[src/rtl/mem_req_ctrl.sv]
`default_nettype none
//============================================================================
// Module      : mem_req_ctrl
// Description : Burst request controller that turns read/write burst requests
//               into single-port memory accesses. Write bursts follow the
//               incoming write-data stream and stall on gaps. Read bursts
//               issue one read per cycle and return data one cycle later.
//               Optional build macro MEM_REQ_CTRL_WRAP_EN lets bursts wrap
//               past the top address. Without it, such requests are rejected
//               with a req_err pulse.
// Revision    : 1.0 - initial release
//============================================================================
module mem_req_ctrl #(
   parameter int DATA_WIDTH = 32,
   parameter int ADDR_WIDTH = 10,
   parameter int LEN_WIDTH  = 8
) (
   input  logic                  clk,
   input  logic                  rst,
   input  logic                  req_valid,
   output logic                  req_ready,
   input  logic                  req_wr,
   input  logic [ADDR_WIDTH-1:0] req_addr,
   input  logic [LEN_WIDTH-1:0]  req_len,
   input  logic                  wdata_valid,
   output logic                  wdata_ready,
   input  logic [DATA_WIDTH-1:0] wdata,
   output logic                  rdata_valid,
   output logic [DATA_WIDTH-1:0] rdata,
   output logic                  done,
   output logic                  req_err,
   output logic                  busy,
   output logic                  mem_en,
   output logic                  mem_wr_rd,
   output logic [ADDR_WIDTH-1:0] mem_addr,
   output logic [DATA_WIDTH-1:0] mem_wr_data,
   input  logic [DATA_WIDTH-1:0] mem_rd_data
);

   typedef enum logic [1:0] {
      S_IDLE  = 2'd0,
      S_WRITE = 2'd1,
      S_READ  = 2'd2,
      S_DRAIN = 2'd3
   } state_t;

   state_t                r_state, w_state_nxt;
   logic [ADDR_WIDTH-1:0] r_addr, w_addr_nxt;
   logic [LEN_WIDTH-1:0]  r_len, w_len_nxt;
   logic [LEN_WIDTH-1:0]  r_cnt, w_cnt_nxt;
   logic                  r_done, w_done_nxt;
   logic                  r_err, w_err_nxt;
   logic                  r_rvalid, w_rvalid_nxt;
   logic                  w_oob;

`ifdef MEM_REQ_CTRL_WRAP_EN
   // Bursts simply roll over the top of memory, so nothing is out of range.
   assign w_oob = 1'b0;
`else
   localparam int c_SUM_W = ADDR_WIDTH + LEN_WIDTH + 1;
   logic [c_SUM_W-1:0] w_end;

   // Last address of the burst; any bit above the address range means overrun.
   assign w_end = c_SUM_W'(req_addr) + c_SUM_W'(req_len);
   assign w_oob = |w_end[c_SUM_W-1:ADDR_WIDTH];
`endif

   assign req_ready   = (r_state == S_IDLE);
   assign busy        = (r_state != S_IDLE);
   assign rdata_valid = r_rvalid;
   assign rdata       = r_rvalid ? mem_rd_data : '0;
   assign req_err     = r_err;
   // Write completion is registered; read completion is the drain cycle itself.
   assign done        = r_done | (r_state == S_DRAIN);

   // State, burst context and status pulse registers.
   always_ff @(posedge clk or negedge rst) begin
      if (!rst) begin
         r_state  <= S_IDLE;
         r_addr   <= '0;
         r_len    <= '0;
         r_cnt    <= '0;
         r_done   <= 1'b0;
         r_err    <= 1'b0;
         r_rvalid <= 1'b0;
      end else begin
         r_state  <= w_state_nxt;
         r_addr   <= w_addr_nxt;
         r_len    <= w_len_nxt;
         r_cnt    <= w_cnt_nxt;
         r_done   <= w_done_nxt;
         r_err    <= w_err_nxt;
         r_rvalid <= w_rvalid_nxt;
      end
   end

   // Next-state, burst bookkeeping and memory-side outputs.
   always_comb begin
      w_state_nxt  = r_state;
      w_addr_nxt   = r_addr;
      w_len_nxt    = r_len;
      w_cnt_nxt    = r_cnt;
      w_done_nxt   = 1'b0;
      w_err_nxt    = 1'b0;
      w_rvalid_nxt = 1'b0;
      wdata_ready  = 1'b0;
      mem_en       = 1'b0;
      mem_wr_rd    = 1'b0;
      mem_addr     = '0;
      mem_wr_data  = '0;
      case (r_state)
         S_IDLE: begin
            if (req_valid) begin
               if (w_oob) begin
                  w_err_nxt = 1'b1;
               end else begin
                  w_addr_nxt  = req_addr;
                  w_len_nxt   = req_len;
                  w_cnt_nxt   = '0;
                  w_state_nxt = req_wr ? S_WRITE : S_READ;
               end
            end
         end
         S_WRITE: begin
            wdata_ready = 1'b1;
            mem_addr    = r_addr;
            mem_wr_data = wdata;
            if (wdata_valid) begin
               mem_en     = 1'b1;
               mem_wr_rd  = 1'b1;
               w_addr_nxt = r_addr + ADDR_WIDTH'(1);
               w_cnt_nxt  = r_cnt + LEN_WIDTH'(1);
               if (r_cnt == r_len) begin
                  w_state_nxt = S_IDLE;
                  w_done_nxt  = 1'b1;
               end
            end
         end
         S_READ: begin
            mem_en       = 1'b1;
            mem_addr     = r_addr;
            w_rvalid_nxt = 1'b1;
            w_addr_nxt   = r_addr + ADDR_WIDTH'(1);
            w_cnt_nxt    = r_cnt + LEN_WIDTH'(1);
            if (r_cnt == r_len) begin
               w_state_nxt = S_DRAIN;
            end
         end
         default: begin
            // S_DRAIN: last read data is on rdata this cycle.
            w_state_nxt = S_IDLE;
         end
      endcase
   end

endmodule
`default_nettype wire

[config.mk]
export PLATFORM = sky130hd
export DESIGN_NAME = mem_req_ctrl
export DESIGN_NICKNAME = d
export VERILOG_FILES = /design/src/rtl/mem_req_ctrl.sv
export SDC_FILE = /design/constraint.sdc
export NUM_CORES = 1
export LEC_CHECK = 0
export CAP_MARGIN = 25
export CORE_ASPECT_RATIO = 1.5
export CORE_MARGIN = 2
export CORE_UTILIZATION = 38
export CTS_CLUSTER_DIAMETER = 30
export DETAILED_ROUTE_END_ITERATION = 16
export GPL_ROUTABILITY_DRIVEN = 0
export PLACE_DENSITY = 0.95
export RECOVER_POWER = 50
export SYNTH_ARGS = -nofsm -noshare
export SYNTH_HDL_FRONTEND = slang
export SYNTH_SLANG_ARGS = --single-unit
[constraint.sdc]
create_clock -name clk -period 6.1 [get_ports clk]
set_input_delay 1.22 -clock clk [delete_from_list [all_inputs] [get_ports clk]]
set_output_delay 1.22 -clock clk [all_outputs]
set_load 0.05 [all_outputs]
==> results of run 1 <==
-- metal layers --
| metal | vias up | global-route usage (%) |
|---|---|---|
| met3 | 15 | 5.92 |
| met5 | - | 0 |
| li1 | 1270 | - |
| met1 | 1217 | 28.3 |
| met4 | 0 | 7.08 |
| met2 | 146 | 38.5 |
-- cells in the mapped netlist, drive strengths merged --
cell type | n | share of area, %
buf | 4 | 0.85
clkbuf | 11 | 1.7
or4b | 2 | 0.85
o22a | 7 | 2.6
a211oi | 2 | 0.63
nand3 | 12 | 2.5
nor4 | 2 | 0.53
xor2 | 8 | 3.0
ha | 13 | 6.9
nand2b | 2 | 0.53
nor3 | 2 | 0.42
mux2 | 8 | 3.8
nor2 | 10 | 1.6
dfrtp | 31 | 33
a41oi | 2 | 0.74
and2 | 76 | 20
nand4 | 1 | 0.26
nand2 | 19 | 3.0
o221ai | 5 | 1.9
inv | 6 | 0.95
a32oi | 1 | 0.69
o21a | 1 | 0.32
and4 | 1 | 0.37
and3 | 10 | 2.6
o31ai | 1 | 0.32
a31oi | 2 | 0.53
o21ai | 7 | 1.5
or2 | 2 | 0.53
a21o | 1 | 0.32
mux2i | 3 | 1.3
a21oi | 16 | 3.9
nor2b | 3 | 0.79
nand3b | 4 | 1.3
-- cells by family after synthesis --
family	count (synthesis)	share of synthesized area [%]
compound gates	45	13.3
simple gates	146	35.4
flops	31	32.8
xor+xnor	8	2.96
mux	11	5.08
fa+ha+maj	13	6.87
buf+inv	21	3.54
-- layout by cell type (no fill, tap or decap), drive strengths merged, types with 7 or more instances in the layout --
| cell | netlist | final |
|---|---|---|
| a21oi | 16 | 16 |
| and2 | 76 | 76 |
| and3 | 10 | 10 |
| clkbuf | 11 | 7 |
| clkdlybuf4s50 | 0 | 152 |
| dfrtp | 31 | 31 |
| dlygate4sd3 | 0 | 16 |
| ha | 13 | 13 |
| mux2 | 8 | 8 |
| nand2 | 19 | 19 |
| nand3 | 12 | 12 |
| nor2 | 10 | 10 |
| o21ai | 7 | 7 |
| o22a | 7 | 7 |
| xor2 | 8 | 8 |
-- how the worst max path moves through the flow --
stage	from	to	slack, ns	depth (start not counted)
after floorplan	wdata_valid	mem_en	2.74	2
after global placement	wdata_valid	mem_en	2.06	4
final	r_state[0]	mem_addr[6]	1.92	5
after global routing	r_state[1]	mem_addr[6]	1.79	5
after detailed placement	wdata_valid	mem_en	2.05	4
after CTS	r_state[0]	mem_addr[6]	1.92	5
-- registers in the layout (all words and copies together), names as in the netlist --
register     count
r_addr          10
r_cnt            8
r_len            8
r_state          2
r_done           1
rdata_valid      1
req_err          1
-- area by class of cell --
cell class / count / area, µm² / area share [%]
Clock buffer: 6 / 72.6 / 1.75
Tap cell: 74 / 92.6 / 2.23
Inverter: 6 / 22.5 / 0.542
Timing Repair Buffer: 170 / 1690 / 40.7
Sequential cell: 31 / 776 / 18.7
Multi-Input combinational cell: 223 / 1500 / 36.1
-- metrics by stage --
| step | utilization [%] | setup slack (ns) |
|---|---|---|
| 3_5_place_dp | 67.3 | 2.05 |
| 4_1_cts | 68.4 | 1.92 |
| 6_report | 68.3 | 1.92 |
| 5_1_grt | 68.3 | 1.79 |
| 2_1_floorplan | - | 2.74 |
| 3_3_place_gp | 67.3 | 2.06 |
-- worst max-delay path, delay by kind of cell, from the launching register on --
kind,cells,cell delay [ns]
buffers and inverters,3,1.26
AND/OR/NAND/NOR,1,0.20
adder cells (fa/ha/maj),1,0.82
flip-flops,1,0.38
-- power groups by stage --
stage               clock network (µW)  logic, µW  registers [µW]
floorplan                            0       1250             375
global placement                     0       1730             393
detailed placement                   0       1770             402
CTS                                151       1780             398
global route                       161       1860             418
finish                             152       1750             400
==> results.py, run 1 <==
metrics = {
    "sta": {
        "rsz0062_at_grt": "no",
        "slew_headroom_pct": -13.5,
        "finalMaxSlewViolations": 32,
        "layout_min_cycle_time_ns": 4.18,
        "worst_hold_slack_ns": 0.520,
        "skew_ns": 0.00599,
        "finalCritPeriodShare_pct": 68.4,
        "worstMarginPinSlew_ns": 1.70,
        "fin_tns_setup_ns": 0,
        "setup_viol": 0,
        "fmax_mhz": 240,
        "hold_viol": 0,
    },
    "drt": {
        "vias": 2648,
        "drtIter0Drc": 128,
        "top_layer": "met4",
        "routedWlPerCell_um": 16.3,
        "wl_met3_um": 1040,
        "wirelength_um": 8300,
        "wl_met2_um": 4150,
        "viasPerCell": 5.19,
        "ant_nets": 0,
        "drc_errors": 0,
        "m1WireLength_um": 2930,
        "first_pass_iters": 4,
    },
    "power": {
        "power_density_nw_per_um2": 555,
        "p_int_uw": 999,
        "p_clk_share_pct": 6.6,
        "p_seq_share_pct": 17.3,
        "cellLeakagePower_uw": 0.00176,
        "p_total_uw": 2310,
        "p_switching_uw": 1310,
        "ir_worst_vdd_mv": 0.372,
        "switching_share_pct": 56.7,
        "combPwrFrac_pct": 76.1,
    },
    "global_routing": {
        "grt.overflow.total": 0,
        "grt_max_degree": 38,
        "antenna_found_initial": 0,
        "grt.total_usage_pct": 23.0,
        "grt_pass1_wl_um": 11800,
        "grt_pass1_vias": 2340,
    },
    "worst_setup_path": {
        "reg2reg_depth": 8,
        "end_kind": "output pin",
        "reg2reg_to": "r_addr[9]",
        "required_ns": 4.88,
        "r2r_slack_ns": 2.87,
        "crit_chain": "inv_1 -> ha_1 -> buf_4 -> and2_1 -> clkdlybuf4s50_1",
        "worstPathMaxFanout": 26,
        "critical-path-max-stage-delay_ns": 0.82,
        "setup.worst_path.start_class": "register",
        "crit_type": "register to output pin",
        "worst_ep_arrival_time_ns": 2.96,
        "cpMaxStageDelayCell": "ha_1",
        "rr_startpoint": "r_state[1]",
    },
    "finish": {
        "n_fill_cell": 491,
        "finalNetCount": 537,
        "postLayoutCellArea_um2": 4160,
        "antenna_cells": 0,
        "drive_above_1_share_pct": 3.90,
        "area_delta_synth_final_pct": 75.6,
        "final_cells": 510,
    },
    "synthesis": {
        "ys_ff_latch": 31,
        "ys_seq_area_share_pct": 32.8,
        "syn-cell-area_um2": 2370,
        "yosysWarnings": 0,
        "synth.distinct_cells": 34,
        "synth_cells": 275,
        "syn-mean-instance-area_um2": 8.60,
        "syn_nets": 375,
    },
    "floorplan": {
        "coreArea_um2": 6090,
        "ioPinCount": 169,
        "row_count": 35,
        "die_x_um": 68.4,
        "dieHeight_um": 101,
        "die-area_um2": 6890,
        "initial_core_util_pct": 38.9,
    },
    "cts": {
        "clk_latency_ns": 0.29,
        "cts_made_buffers": 5,
        "clkSinkCount": 31,
        "h-tree-depth": 2,
        "hold_buffers": 0,
        "cts_tree": "yes",
        "cts_resized": 0,
        "clk_pin_slew_worst_paths_ns": 0.07,
        "clock-root-buffer": "clkbuf_8",
        "clock_path_buffers": 2,
        "cts_setup_buffers": 0,
    },
    "min_path": {
        "hold_path.class": "register to register",
        "whs_path_depth": 1,
        "holdCritStartpoint": "r_addr[8]",
        "worstHoldEndpoint": "r_addr[8]",
    },
    "placed_design": {
        "portBuffers": 168,
        "place_inst": 504,
        "place_area_um2": 4090,
        "dp_hpwl_um": 6760,
    },
    "outcome": {
        "status": "finished, violations left",
        "violations": "capacitance limit, slew limit",
    },
    "flow_run": {
        "max_cap_viol_count": 1,
    },
}
Note: power is estimated with default switching activity, not from simulation.
==> run 2: changes to the inputs <==
--- a/config.mk
+++ b/config.mk
@@ -8,11 +8,11 @@
 export CAP_MARGIN = 25
 export CORE_ASPECT_RATIO = 1.5
 export CORE_MARGIN = 2
-export CORE_UTILIZATION = 38
+export CORE_UTILIZATION = 35
 export CTS_CLUSTER_DIAMETER = 30
 export DETAILED_ROUTE_END_ITERATION = 16
 export GPL_ROUTABILITY_DRIVEN = 0
-export PLACE_DENSITY = 0.95
+export PLACE_DENSITY = 0.89
 export RECOVER_POWER = 50
 export SYNTH_ARGS = -nofsm -noshare
 export SYNTH_HDL_FRONTEND = slang
==> constraint.sdc (replaced) <==
create_clock -name clk -period 4.3 [get_ports clk]
set_input_delay 0.86 -clock clk [delete_from_list [all_inputs] [get_ports clk]]
set_output_delay 0.86 -clock clk [all_outputs]
set_load 0.05 [all_outputs]
==> run 2 against run 1 <==
Compared with the run above:
- the run still ends with capacitance limit, slew limit left
- core utilization down 4.5 points
- clock power grew 40%
- flip-flop and latch count did not move
- cell area rose by 0.24%
- hold slack better by 0.0084 ns
- sequential power is 42% higher
- sequential share of layout area about the same
- routed wire length increased by 3.9%
- first-iteration DRC count grew 30%
- critical path type is now input port to register
- largest cell class unchanged
==> results.py, run 2 (synthesis results as in run 1) <==
metrics = {
    "sta": {
        "setup_slack_ns": 0.578,
        "layout_min_cycle_time_ns": 3.72,
        "setup_viol": 0,
        "finalMaxSlewViolations": 32,
        "slew_headroom_pct": -17.7,
        "fin_tns_setup_ns": 0,
        "rsz0062_at_grt": "no",
        "worstMarginPinSlew_ns": 1.77,
        "fmax_mhz": 269,
        "hold_viol": 0,
        "finalCritPeriodShare_pct": 86.6,
        "worst_hold_slack_ns": 0.529,
        "skew_ns": 0.00327,
    },
    "finish": {
        "drive_above_1_share_pct": 4.34,
        "area_delta_synth_final_pct": 76.0,
        "antenna_cells": 0,
        "final_cell_mix": "144 x clkdlybuf4s50_1, 75 x and2_1, 31 x dfrtp_1",
        "max_flop_register": "r_addr",
        "postLayoutCellArea_um2": 4170,
        "finalNetCount": 539,
        "reg.largest.list": "r_addr (10), r_cnt (8), r_len (8)",
        "largest_reg_flops": 10,
        "mostFrequentLayoutCell": "clkdlybuf4s50_1",
        "final_cells": 514,
    },
    "power": {
        "power_density_nw_per_um2": 787,
        "cellLeakagePower_uw": 0.00179,
        "ir_worst_vdd_mv": 0.588,
    },
    "worst_setup_path": {
        "cpMaxStageDelayCell": "a21oi_2",
        "worstPathMaxFanout": 36,
        "setup.worst_path.start_class": "input port",
        "end_kind": "register",
        "r2r_slack_ns": 0.87,
        "worst_ep_arrival_time_ns": 3.92,
        "crit_type": "input port to register",
        "required_ns": 4.50,
        "critical-path-max-stage-delay_ns": 1.14,
        "crit_chain": "dlygate4sd3_1 -> ha_1 -> nand4_1 -> o221ai_1 -> a32oi_1 -> a21oi_2 -> o21ai_0 -> a211oi_1",
    },
    "cts": {
        "clock-root-buffer": "clkbuf_8",
        "cts_tree": "yes",
        "clk_pin_slew_worst_paths_ns": 0.06,
        "clock_path_buffers": 2,
        "cts_made_buffers": 5,
        "clkSinkCount": 31,
        "clk_latency_ns": 0.28,
        "h-tree-depth": 2,
        "hold_buffers": 0,
        "cts_setup_buffers": 0,
        "cts_resized": 0,
    },
    "floorplan": {
        "coreArea_um2": 6530,
        "initial_core_util_pct": 36.2,
        "die-area_um2": 7450,
        "dieHeight_um": 105,
        "die_x_um": 71.1,
        "ioPinCount": 169,
        "row_count": 36,
    },
    "flow_run": {
        "max_cap_viol_count": 1,
    },
    "placed_design": {
        "place_area_um2": 4110,
        "dp_hpwl_um": 7210,
        "portBuffers": 168,
        "dp_slack_ns": 0.857,
        "place_inst": 508,
    },
    "global_routing": {
        "grt.overflow.total": 0,
        "grt.total_usage_pct": 22.4,
        "grt_pass1_wl_um": 12900,
        "antenna_found_initial": 0,
        "grt_pass1_vias": 2527,
        "grt_max_degree": 37,
    },
    "outcome": {
        "violations": "capacitance limit, slew limit",
        "status": "finished, violations left",
    },
    "drt": {
        "vias": 2705,
        "drtIter0Drc": 166,
        "ant_nets": 0,
        "routedWlPerCell_um": 16.8,
        "drc_errors": 0,
        "wirelength_um": 8620,
        "viasPerCell": 5.26,
        "first_pass_iters": 4,
    },
    "min_path": {
        "hold_path.class": "register to register",
    },
}
run 2: changes by cell type in the layout (fill, tap and decap cells not counted), sizes merged:
cell / before / now
clkdlybuf4s50: 152 / 144
dlygate4sd3: 16 / 24
buf: 1 / 3
run 2: per-layer routing:
metal / vias to the layer above / global-route usage [%] / wire [µm]
li1: 1275 / - / -
met1: 1260 / 28.3 / 3320
met2: 163 / 37.0 / 4180
met3: 7 / 8.78 / 1080
met4: 0 / 3.10 / 49
met5: - / 0 / 0
run 2: through the flow:
stage / power [µW] / util, %
2_1_floorplan: 2310 / -
3_3_place_gp: 3050 / 63.0
3_5_place_dp: 3100 / 63.0
4_1_cts: 3320 / 64.1
5_1_grt: 3460 / 63.8
6_report: 3280 / 63.8
run 2: final cells by class:
class	count	area, µm²
fill	563	2370
timing repair buffer	172	1710
multi-input combinational	223	1490
sequential	31	776
tap	76	95.1
clock buffer	6	72.6
inverter	6	22.5
run 2: worst max-delay path: cells and delay by family:
kind                     cells  cell delay [ns]
AO/OA/AOI/OAI                5             2.05
adder cells (fa/ha/maj)      1             0.33
buffers and inverters        1             0.57
AND/OR/NAND/NOR              1             0.10
run 2: power by group:
part / switching (µW) / total, µW / internal, µW
clock network: 105 / 213 / 108
logic: 1600 / 2500 / 895
registers: 149 / 567 / 418
total: 1860 / 3280 / 1420
run 2: final timing paths:
| path | start | endpoint | cells past startpoint |
|---|---|---|---|
| worst max-delay path | req_addr[5] | r_addr[9] | 8 |
| worst min-delay path | r_addr[8] | r_addr[8] | 1 |
| worst max register to register | r_state[1] | r_addr[9] | 9 |
| worst min register to register | r_addr[8] | r_addr[8] | 1 |
| max in group asynchronous | rst | r_cnt[3] | 2 |
| min in group asynchronous | rst | r_addr[3] | 2 |
